$ cat config.mk
export PLATFORM = sky130hd
export DESIGN_NAME = mux_striping_n
export DESIGN_NICKNAME = d
export VERILOG_FILES = /design/src/rtl/mux_striping_n_pkg.sv /design/src/rtl/mux_striping_n_lane_fifo.sv /design/src/rtl/mux_striping_n.sv
export SDC_FILE = /design/constraint.sdc
export NUM_CORES = 1
export LEC_CHECK = 0
export ABC_AREA = 1
export CORE_UTILIZATION = 40
export CTS_CLUSTER_SIZE = 14
export DETAILED_ROUTE_END_ITERATION = 8
export PLACE_DENSITY = 0.64
export RECOVER_POWER = 25
export SKIP_LAST_GASP = 1
export SLEW_MARGIN = 0
export SYNTH_ARGS = -nofsm -noshare
export SYNTH_HDL_FRONTEND = slang
export SYNTH_SLANG_ARGS = --single-unit
$ cat constraint.sdc
create_clock -name clk_nf -period 3.31 [get_ports clk_nf]
set_clock_uncertainty 0.15 [all_clocks]
set_input_delay 0.8275 -clock clk_nf [delete_from_list [all_inputs] [get_ports clk_nf]]
set_output_delay 0.8275 -clock clk_nf [all_outputs]
set_load 0.05 [all_outputs]
$ cat src/rtl/mux_striping_n_pkg.sv
// Shared constants and width helper for the N-lane round-robin striping mux.
package mux_striping_pkg;

   localparam int unsigned MODE_RESYNC = 0;
   localparam int unsigned MODE_HOLD   = 1;

   // Ceiling log2, used for lane-pointer and FIFO-pointer widths.
   function automatic int unsigned clog2(input int unsigned v);
      int unsigned r;
      r = 0;
      for (int unsigned i = 0; i < 32; i++) begin
         if ((64'd1 << i) < 64'(v)) r = i + 1;
      end
      return r;
   endfunction

endpackage

$ cat src/rtl/mux_striping_n_lane_fifo.sv
// Per-lane input FIFO; pointers carry one extra wrap bit to tell full from empty.
module lane_fifo
   import mux_striping_pkg::*;
#(
   parameter int unsigned WIDTH = 32,
   parameter int unsigned DEPTH = 4
) (
   input  logic             clk_nf,
   input  logic             reset,
   input  logic             push,
   input  logic             pop,
   input  logic [WIDTH-1:0] wdata,
   output logic [WIDTH-1:0] head,
   output logic             full,
   output logic             empty
);

   localparam int unsigned AW = clog2(DEPTH);

   logic [AW:0]      wr_ptr;
   logic [AW:0]      rd_ptr;
   logic [WIDTH-1:0] mem [DEPTH];
   logic             do_push;
   logic             do_pop;

   assign empty   = (wr_ptr == rd_ptr);
   assign full    = (wr_ptr[AW] != rd_ptr[AW]) && (wr_ptr[AW-1:0] == rd_ptr[AW-1:0]);
   assign do_push = push && !full;
   assign do_pop  = pop && !empty;
   assign head    = mem[rd_ptr[AW-1:0]];

   always_ff @(posedge clk_nf or negedge reset) begin
      if (!reset) begin
         wr_ptr <= '0;
         rd_ptr <= '0;
      end else begin
         if (do_push) wr_ptr <= wr_ptr + (AW+1)'(1);
         if (do_pop)  rd_ptr <= rd_ptr + (AW+1)'(1);
      end
   end

   // Storage is data-path only; validity is tracked by the pointers.
   always_ff @(posedge clk_nf) begin
      if (do_push) mem[wr_ptr[AW-1:0]] <= wdata;
   end

endmodule

$ cat src/rtl/mux_striping_n.sv
// Round-robin merge of LANES buffered lanes into one valid/ready stream.
// Optional lane-skew stall counter enabled by MUX_STRIPING_N_STALL_CNT_EN.
module mux_striping_n
   import mux_striping_pkg::*;
#(
   parameter int unsigned LANES = 2,
   parameter int unsigned WIDTH = 32,
   parameter int unsigned DEPTH = 4,
   parameter int unsigned MODE  = 0
) (
   input  logic                      clk_nf,
   input  logic                      reset,
   input  logic [LANES*WIDTH-1:0]    lane_data,
   input  logic [LANES-1:0]          lane_valid,
   output logic [LANES-1:0]          lane_ready,
   input  logic                      out_ready,
   output logic [WIDTH-1:0]          data_output,
   output logic                      valid_out,
   output logic [clog2(LANES)-1:0]   lane_sel_out,
   output logic                      resync_pulse
`ifdef MUX_STRIPING_N_STALL_CNT_EN
   ,
   output logic [15:0]               stall_cnt
`endif
);

   localparam int unsigned PW = clog2(LANES);

   logic [PW-1:0]    ptr;
   logic [PW-1:0]    ptr_nxt;
   logic [WIDTH-1:0] data_nxt;
   logic             valid_nxt;
   logic [PW-1:0]    sel_nxt;
   logic             resync_nxt;
   logic             load_c;
   logic             skew_c;

   logic [WIDTH-1:0] head [LANES];
   logic [LANES-1:0] full;
   logic [LANES-1:0] empty;
   logic [LANES-1:0] push;
   logic [LANES-1:0] pop;

   assign lane_ready = ~full;
   assign load_c     = !valid_out || out_ready;
   assign skew_c     = |(~empty & ~(LANES'(1) << ptr));

   for (genvar i = 0; i < LANES; i++) begin : g_lane
      assign push[i] = lane_valid[i] && !full[i];
      assign pop[i]  = load_c && !empty[i] && (ptr == PW'(i));

      lane_fifo #(.WIDTH(WIDTH), .DEPTH(DEPTH)) u_fifo (
         .clk_nf (clk_nf),
         .reset  (reset),
         .push   (push[i]),
         .pop    (pop[i]),
         .wdata  (lane_data[i*WIDTH +: WIDTH]),
         .head   (head[i]),
         .full   (full[i]),
         .empty  (empty[i])
      );
   end

   // Next-state for pointer and output stage; everything holds while stalled.
   always_comb begin
      ptr_nxt    = ptr;
      data_nxt   = data_output;
      valid_nxt  = valid_out;
      sel_nxt    = lane_sel_out;
      resync_nxt = 1'b0;
      if (load_c) begin
         if (!empty[ptr]) begin
            data_nxt  = head[ptr];
            valid_nxt = 1'b1;
            sel_nxt   = ptr;
            ptr_nxt   = (ptr == PW'(LANES-1)) ? '0 : ptr + PW'(1);
         end else begin
            valid_nxt = 1'b0;
            if (MODE == MODE_RESYNC) begin
               ptr_nxt    = '0;
               resync_nxt = (ptr != '0);
            end
         end
      end
   end

   always_ff @(posedge clk_nf or negedge reset) begin
      if (!reset) begin
         ptr          <= '0;
         data_output  <= '0;
         valid_out    <= 1'b0;
         lane_sel_out <= '0;
         resync_pulse <= 1'b0;
      end else begin
         ptr          <= ptr_nxt;
         data_output  <= data_nxt;
         valid_out    <= valid_nxt;
         lane_sel_out <= sel_nxt;
         resync_pulse <= resync_nxt;
      end
   end

`ifdef MUX_STRIPING_N_STALL_CNT_EN
   // Counts load cycles starved by the current lane while another lane has data.
   always_ff @(posedge clk_nf or negedge reset) begin
      if (!reset) begin
         stall_cnt <= '0;
      end else if (load_c && empty[ptr] && skew_c && (stall_cnt != 16'hFFFF)) begin
         stall_cnt <= stall_cnt + 16'd1;
      end
   end
`else
   logic unused_skew;
   assign unused_skew = skew_c;
`endif

endmodule

==> run_results.csv, run 1 <==
group,metric,value,unit
place,io_buffers,105,
synth,netlist_area,12400,sq um
detailed_routing,drc_errors,0,
synth,avgSynthCellArea,11.6,sq um
cts,path_clk_slew,0.06,ns
die,ios,106,
detailed_routing,final_antenna_net_count,0,
sta,setup_viol,0,
die,placeableCoreArea,30600,sq um
critical_path,rr_endpoint,"g_lane[1].u_fifo.mem[3][8]$_DFFE_PP_",
synth,ys.warnings.count,0,
cts,cts_setup_buffers,0,
cts,clk_latency,0.57,ns
run,cap_violations,0,
global_route,grt_overflow,0,
global_route,grt_pass1_vias,7705,
place,hpwl,17000,um
detailed_routing,routed_via_density,4.93,
critical_path,crit_type,"reg -> out",
sta,worst_pin_slew,1.18,ns
power_and_ir_drop,leakagePower,5.87,nW
power_and_ir_drop,power_density,998,nW/um^2
synth,synthCells,1075,
run_status,status,"finished, final reports clean",
critical_path,crit_fanout,14,
critical_path,reg2reg_slack,0.87,ns
cts,holdBufCountCts,0,
global_route,grt_max_degree,81,
detailed_routing,drtPass1Iterations,4,
critical_path,worst-endpoint-required,2.33,ns
detailed_routing,drt-total-wl,26800,um
synth,synth_area_leader_cell,"edfxtp_1",
cells_and_area,stdcell_area,15000,sq um
sta,drv_slew,0,
power_and_ir_drop,p_total,14.9,mW
synth,synth_top_area_frac,0.619,
global_route,grt_pass1_wl,41900,um
sta,fmax,332,MHz
critical_path,crit_path_top_delay_cell,"dfrtp_1",
global_route,antenna_found_initial,0,
synth,ys_types,22,
critical_path,crit_path_start_kind,"register",
cts,root_buffer,"clkbuf_16",
cells_and_area,fin_nets,1257,
cts,cts_buffers,31,
sta,setup_tns,0,ns
cells_and_area,seq_area,8890,sq um
detailed_routing,first_iter_violations,560,
synth,synth_area_leaders,"edfxtp_1 (62%), nand2_1 (11%), dfrtp_1 (9.7%), nand3_1 (5.1%), nor2_1 (2.2%)",
cts,clock_sink_count,304,
global_route,grtUsageTotal,0.172,
critical_path,regToRegStartpoint,"g_lane[1].u_fifo.rd_ptr[1]$_DFFE_PN0P_",
place,gp_congestion,0.829,
critical_path,crit_path_max_incr_delay,0.75,ns
die,initial_core_util,0.406,
synth,synthArstFlopShare,0.158,
synth,synth_nets,1154,
critical_path,cp_top_family,"flip-flops",
place,dp_slack,0.596,ns
sta,final.min_clock_period,3.02,ns
cells_and_area,drive_gt1_frac,0.0815,
cts,clockBufferDepth,3,
critical_path,crit_path_start,"g_lane[1].u_fifo.rd_ptr[1]$_DFFE_PN0P_",
cts,cts_tree,"done",
detailed_routing,wl_per_cell,16.7,um
die,die_x,178,um
synth,synth-edff-count,256,
sta,postLayoutSetupSlackWorst,0.294,ns
synth,synth_seq_cells,304,
cts,cts_resized,0,
die,die_area,31800,sq um
hold_path,hold_path.class,"in -> async",
die,num_rows,64,
cells_and_area,nFillCells,2714,
sta,max_slew_margin,0.213,
power_and_ir_drop,ir_drop,0.647,mV
synth,synth_top_flop_cell,"edfxtp_1",
sta,rsz0062_at_grt,"false",
sta,finalCritPeriodShare,0.911,
cells_and_area,diodes,0,
critical_path,crit_path_cell_trace,"xnor2_2 > nand4_1 > buf_12",
cells_and_area,area_growth_syn_to_layout,20.4,%
place,dpl_cell_area,13900,sq um
detailed_routing,route.vias.total,7871,
critical_path,end_kind,"output port",
cts,h-tree-depth,1,
critical_path,path_buf_inv,1,
critical_path,cp.arrival,2.04,ns
die,chipHeight,178,um
critical_path,r2r_cells,5,
cells_and_area,multiInputGateArea,3020,sq um
synth,yosysSeqAreaShare,0.715,
sta,hold_viol_final,0,
==> how the worst max path moves through the flow <==
stage                                            endpoint  cells past startpoint
global placement    g_lane[0].u_fifo.mem[0][17]$_DFFE_PP_                      4
detailed placement  g_lane[0].u_fifo.mem[0][10]$_DFFE_PP_                      4
global route                                lane_ready[1]                      3
finish                                      lane_ready[1]                      3
CTS                                         lane_ready[1]                      3
floorplan            g_lane[0].u_fifo.mem[0][0]$_DFFE_PP_                      5
==> cell usage in the layout (no fill, tap or decap), types with 8 or more instances in the layout <==
cell type,synthesis,final
nor2_1,74,66
clkbuf_16,0,31
ha_1,10,10
o21ai_0,36,36
o211ai_1,32,32
clkbuf_1,11,12
clkdlybuf4s50_1,0,72
edfxtp_1,256,256
buf_4,2,22
dlygate4sd3_1,0,30
nand2_1,351,351
dfrtp_1,48,46
inv_1,55,54
nand3_1,126,126
nor2_2,0,8
nand3_2,11,11
==> cell usage after synthesis (2+ instances only) <==
cell,instances
xnor2_2,2
buf_4,2
xnor2_1,4
xor2_1,2
buf_1,3
nand3_2,11
o21ai_1,3
nand2_1,351
nor2_1,74
buf_6,6
buf_2,38
edfxtp_1,256
o211ai_1,32
ha_1,10
clkbuf_1,11
nand3_1,126
o21ai_0,36
nand4_1,2
inv_1,55
dfrtp_1,48
inv_2,2
==> worst reg2reg max path, stage by stage, from the launching register on <==
cell and delay, ns:
dfrtp_1 0.75, xnor2_2 0.15, nand4_1 0.24, nand2_1 0.30
nor2_2 0.20, buf_4 0.32
==> registers in the layout, indices dropped and copies added (netlist names) <==
name,cells
g_lane.u_fifo.rd_ptr,6
resync_pulse,1
g_lane.u_fifo.mem,256
data_output,32
g_lane.u_fifo.wr_ptr,6
valid_out,1
ptr,1
lane_sel_out,1
==> per-stage QoR <==
stage                util  cells  hold WS [ns]
global placement    0.454   1541         0.306
CTS                 0.489   1598        0.0110
global route        0.489   1598         0.271
detailed placement  0.454   1541         0.321
floorplan               -   1075         0.348
finish              0.489   1598         0.205
==> power breakdown <==
part / internal, mW / leakage [nW] / switching [mW]
Sequential: 5.20 / 2.94 / 0.457
Clock: 2.23 / 0.527 / 1.39
Combinational: 1.73 / 2.41 / 3.92
==> kinds of logic after synthesis <==
kind of cell / Yosys count / share of synthesized area
XOR/XNOR: 8 / 0.00685
buffers and inverters: 117 / 0.0434
adder cells (fa/ha/maj): 10 / 0.0101
AO/OA/AOI/OAI: 71 / 0.0350
AND/OR/NAND/NOR: 565 / 0.189
flip-flops: 304 / 0.715
==> routing by layer <==
layer  GRT usage  wire [um]  up-vias
met5           0          0        -
met4      0.0399        482        0
met3      0.0294       1270       35
met2       0.297      13300      178
met1       0.227      11700     3797
li1            -          -     3861
==> layout make-up <==
cell class | count | share of cell area
Clock buffer | 45 | 0.0587
Clock inverter | 12 | 0.0137
Inverter | 57 | 0.0143
Multi-Input combinational cell | 654 | 0.202
Sequential cell | 304 | 0.594
Tap cell | 396 | 0.0331
Timing Repair Buffer | 130 | 0.0840
Note: power is estimated with default switching activity, not from simulation.
==> run 2, diff against run 1 <==
--- a/config.mk
+++ b/config.mk
@@ -9,6 +9,7 @@
 export CORE_UTILIZATION = 40
 export CTS_CLUSTER_SIZE = 14
 export DETAILED_ROUTE_END_ITERATION = 8
+export GPL_TIMING_DRIVEN = 0
 export PLACE_DENSITY = 0.64
 export RECOVER_POWER = 25
 export SKIP_LAST_GASP = 1
==> run 2 against run 1 <==
  * Non-clock buffer count rose by 45
  * Design area rose by 1.7%
  * First-iteration DRC count rose by 15%
  * Wire length rose by 9.0%
  * Clock power fell by 8.0%
  * Die area did not move
  * Flip-flop and latch count did not move
  * Register-to-register slack got worse by 0.08 ns
  * Critical path type unchanged
  * Largest cell class unchanged
  * Highest routed layer unchanged
==> run_results.csv, run 2 (synthesis results as in run 1) <==
group,metric,value,unit
critical_path,crit_path_max_incr_delay,0.40,ns
cts,root_buffer,"clkbuf_16",
sta,drv_slew,0,
cts,h-tree-depth,1,
global_route,busiest_layer,"met2",
cells_and_area,layout_common_cells,"nand2_1 (351), edfxtp_1 (256), nand3_1 (126)",
global_route,grt_pass1_vias,7775,
power_and_ir_drop,combPwrFrac,0.408,
cts,path_clk_slew,0.06,ns
sta,final.min_clock_period,2.89,ns
critical_path,cp.depth,4,
critical_path,worst-endpoint-required,2.33,ns
power_and_ir_drop,switchingPower,6.00,mW
detailed_routing,drtPass1Iterations,5,
cts,clock_sink_count,304,
detailed_routing,drc_errors,0,
hold_path,hold_path_depth,2,
sta,setup_viol,0,
global_route,gr-usage-met1,0.268,
power_and_ir_drop,seqPwrFrac,0.371,
sta,fmax,346,MHz
cells_and_area,fin_nets,1302,
cells_and_area,drive_gt1_frac,0.100,
power_and_ir_drop,swShare,0.397,
cts,cts_tree,"done",
sta,rsz0062_at_grt,"false",
cells_and_area,nFillCells,2705,
critical_path,end_kind,"output port",
place,io_buffers,105,
sta,hold_viol_final,0,
die,num_rows,64,
place,dpl_cell_area,14200,sq um
cts,cts_buffers,31,
global_route,grt_max_degree,39,
die,ios,106,
critical_path,crit_fanout,8,
run_status,status,"finished, final reports clean",
hold_path,hold_path.class,"reg -> reg",
die,placeableCoreArea,30600,sq um
power_and_ir_drop,clkPwrFrac,0.221,
cells_and_area,layout_commonest_cell,"nand2_1",
place,hpwl,19400,um
power_and_ir_drop,internal_power,9.11,mW
cts,clk_latency,0.55,ns
global_route,grt_pass1_wl,44700,um
detailed_routing,first_iter_violations,645,
cells_and_area,area_growth_syn_to_layout,22.4,%
global_route,grt_overflow,0,
cts,clockBufferDepth,3,
critical_path,crit_path_top_delay_cell,"dfrtp_1",
sta,max_slew_margin,0.551,
power_and_ir_drop,ir_drop,0.852,mV
die,initial_core_util,0.406,
detailed_routing,wl_per_cell,17.8,um
critical_path,r2r_cells,7,
critical_path,crit_path_start_kind,"register",
cts,cts_setup_buffers,0,
run,cap_violations,0,
global_route,met2_usage,0.306,
critical_path,crit_type,"reg -> out",
cells_and_area,fin_util,0.497,
power_and_ir_drop,leakagePower,6.00,nW
cells_and_area,largest_reg_flops,256,
die,chipHeight,178,um
cells_and_area,stdcell_area,15200,sq um
global_route,grtUsageTotal,0.187,
detailed_routing,routed_via_density,4.95,
cells_and_area,diodes,0,
detailed_routing,drt-total-wl,29200,um
critical_path,path_buf_inv,2,
sta,worst_pin_slew,0.673,ns
critical_path,cp.arrival,1.91,ns
detailed_routing,final_antenna_net_count,0,
place,gp_congestion,0.797,
critical_path,cp_top_family,"buffers and inverters",
power_and_ir_drop,power_density,993,nW/um^2
die,die_x,178,um
die,die_area,31800,sq um
global_route,antenna_found_initial,0,
global_route,met3_usage,0.0217,
sta,finalCritPeriodShare,0.872,
detailed_routing,route.vias.total,8134,
critical_path,crit_path_cell_trace,"buf_6 > xnor2_2 > nand4_1 > dlymetal6s2s_1",
[run 2: worst paths after layout]
kind / start / to / slack (ns)
setup / recovery: g_lane[0].u_fifo.rd_ptr[0]$_DFFE_PN0P_ / lane_ready[0] / 0.42
hold / removal: lane_sel_out$_DFFE_PN0P_ / lane_sel_out$_DFFE_PN0P_ / 0.33
setup reg to reg: g_lane[1].u_fifo.wr_ptr[0]$_DFFE_PN0N_ / g_lane[1].u_fifo.mem[2][10]$_DFFE_PP_ / 0.79
hold reg to reg: lane_sel_out$_DFFE_PN0P_ / lane_sel_out$_DFFE_PN0P_ / 0.33
max in group asynchronous: reset / data_output[13]$_DFFE_PN0P_ / 1.66
min in group asynchronous: reset / data_output[30]$_DFFE_PN0P_ / 0.69
[run 2: through the flow]
stage	power [mW]	setup WS [ns]	hold WS, ns	instances	TNS [ns]
floorplan	9.65	-0.0371	0.348	1075	-8.20
CTS	15.3	0.00655	0.328	1643	0
detailed placement	11.9	0.338	0.313	1585	0
global route	16.0	0.327	0.363	1643	0
finish	15.1	0.423	0.330	1643	0
global placement	11.6	-1.42	0.311	1576	-337.53
[run 2: area by class of cell]
| cell class | count | area, sq um | area share |
|---|---|---|---|
| Clock buffer | 49 | 913 | 0.0600 |
| Timing Repair Buffer | 115 | 1250 | 0.0820 |
| Sequential cell | 304 | 8890 | 0.584 |
| Tap cell | 396 | 495 | 0.0326 |
| Inverter | 57 | 214 | 0.0141 |
| Clock inverter | 8 | 67.6 | 0.00444 |
| Multi-Input combinational cell | 654 | 3060 | 0.201 |
| Buffer | 60 | 325 | 0.0214 |
[run 2: worst register-to-register path, stage by stage (launching register included)]
cell and delay [ns]:
dfrtp_1 0.42, inv_1 0.13, nand2_1 0.09, nand2_1 0.06, nand4_1 0.19, nand2_1 0.33, nor2_4 0.59, buf_16 0.25
[run 2: power by group through the flow]
stage / Combinational (mW) / Sequential, mW / Clock, mW
5_1_grt: 6.83 / 5.68 / 3.53
3_3_place_gp: 5.93 / 5.72 / 0
2_1_floorplan: 3.38 / 6.27 / 0
4_1_cts: 6.26 / 5.60 / 3.39
3_5_place_dp: 6.23 / 5.67 / 0
6_report: 6.17 / 5.60 / 3.33
[run 2: what timing repair did]
action                                  CTS  global route
endpoints found under the setup margin    0             2
gates resized for setup                   0             2
hold endpoints to repair                 10             0
hold buffers                              1             0
[run 2: metal layers]
metal | up-vias | wire length [um]
li1 | 3962 | -
met1 | 3899 | 13100
met2 | 234 | 14000
met3 | 39 | 1560
met4 | 0 | 518
met5 | - | 0
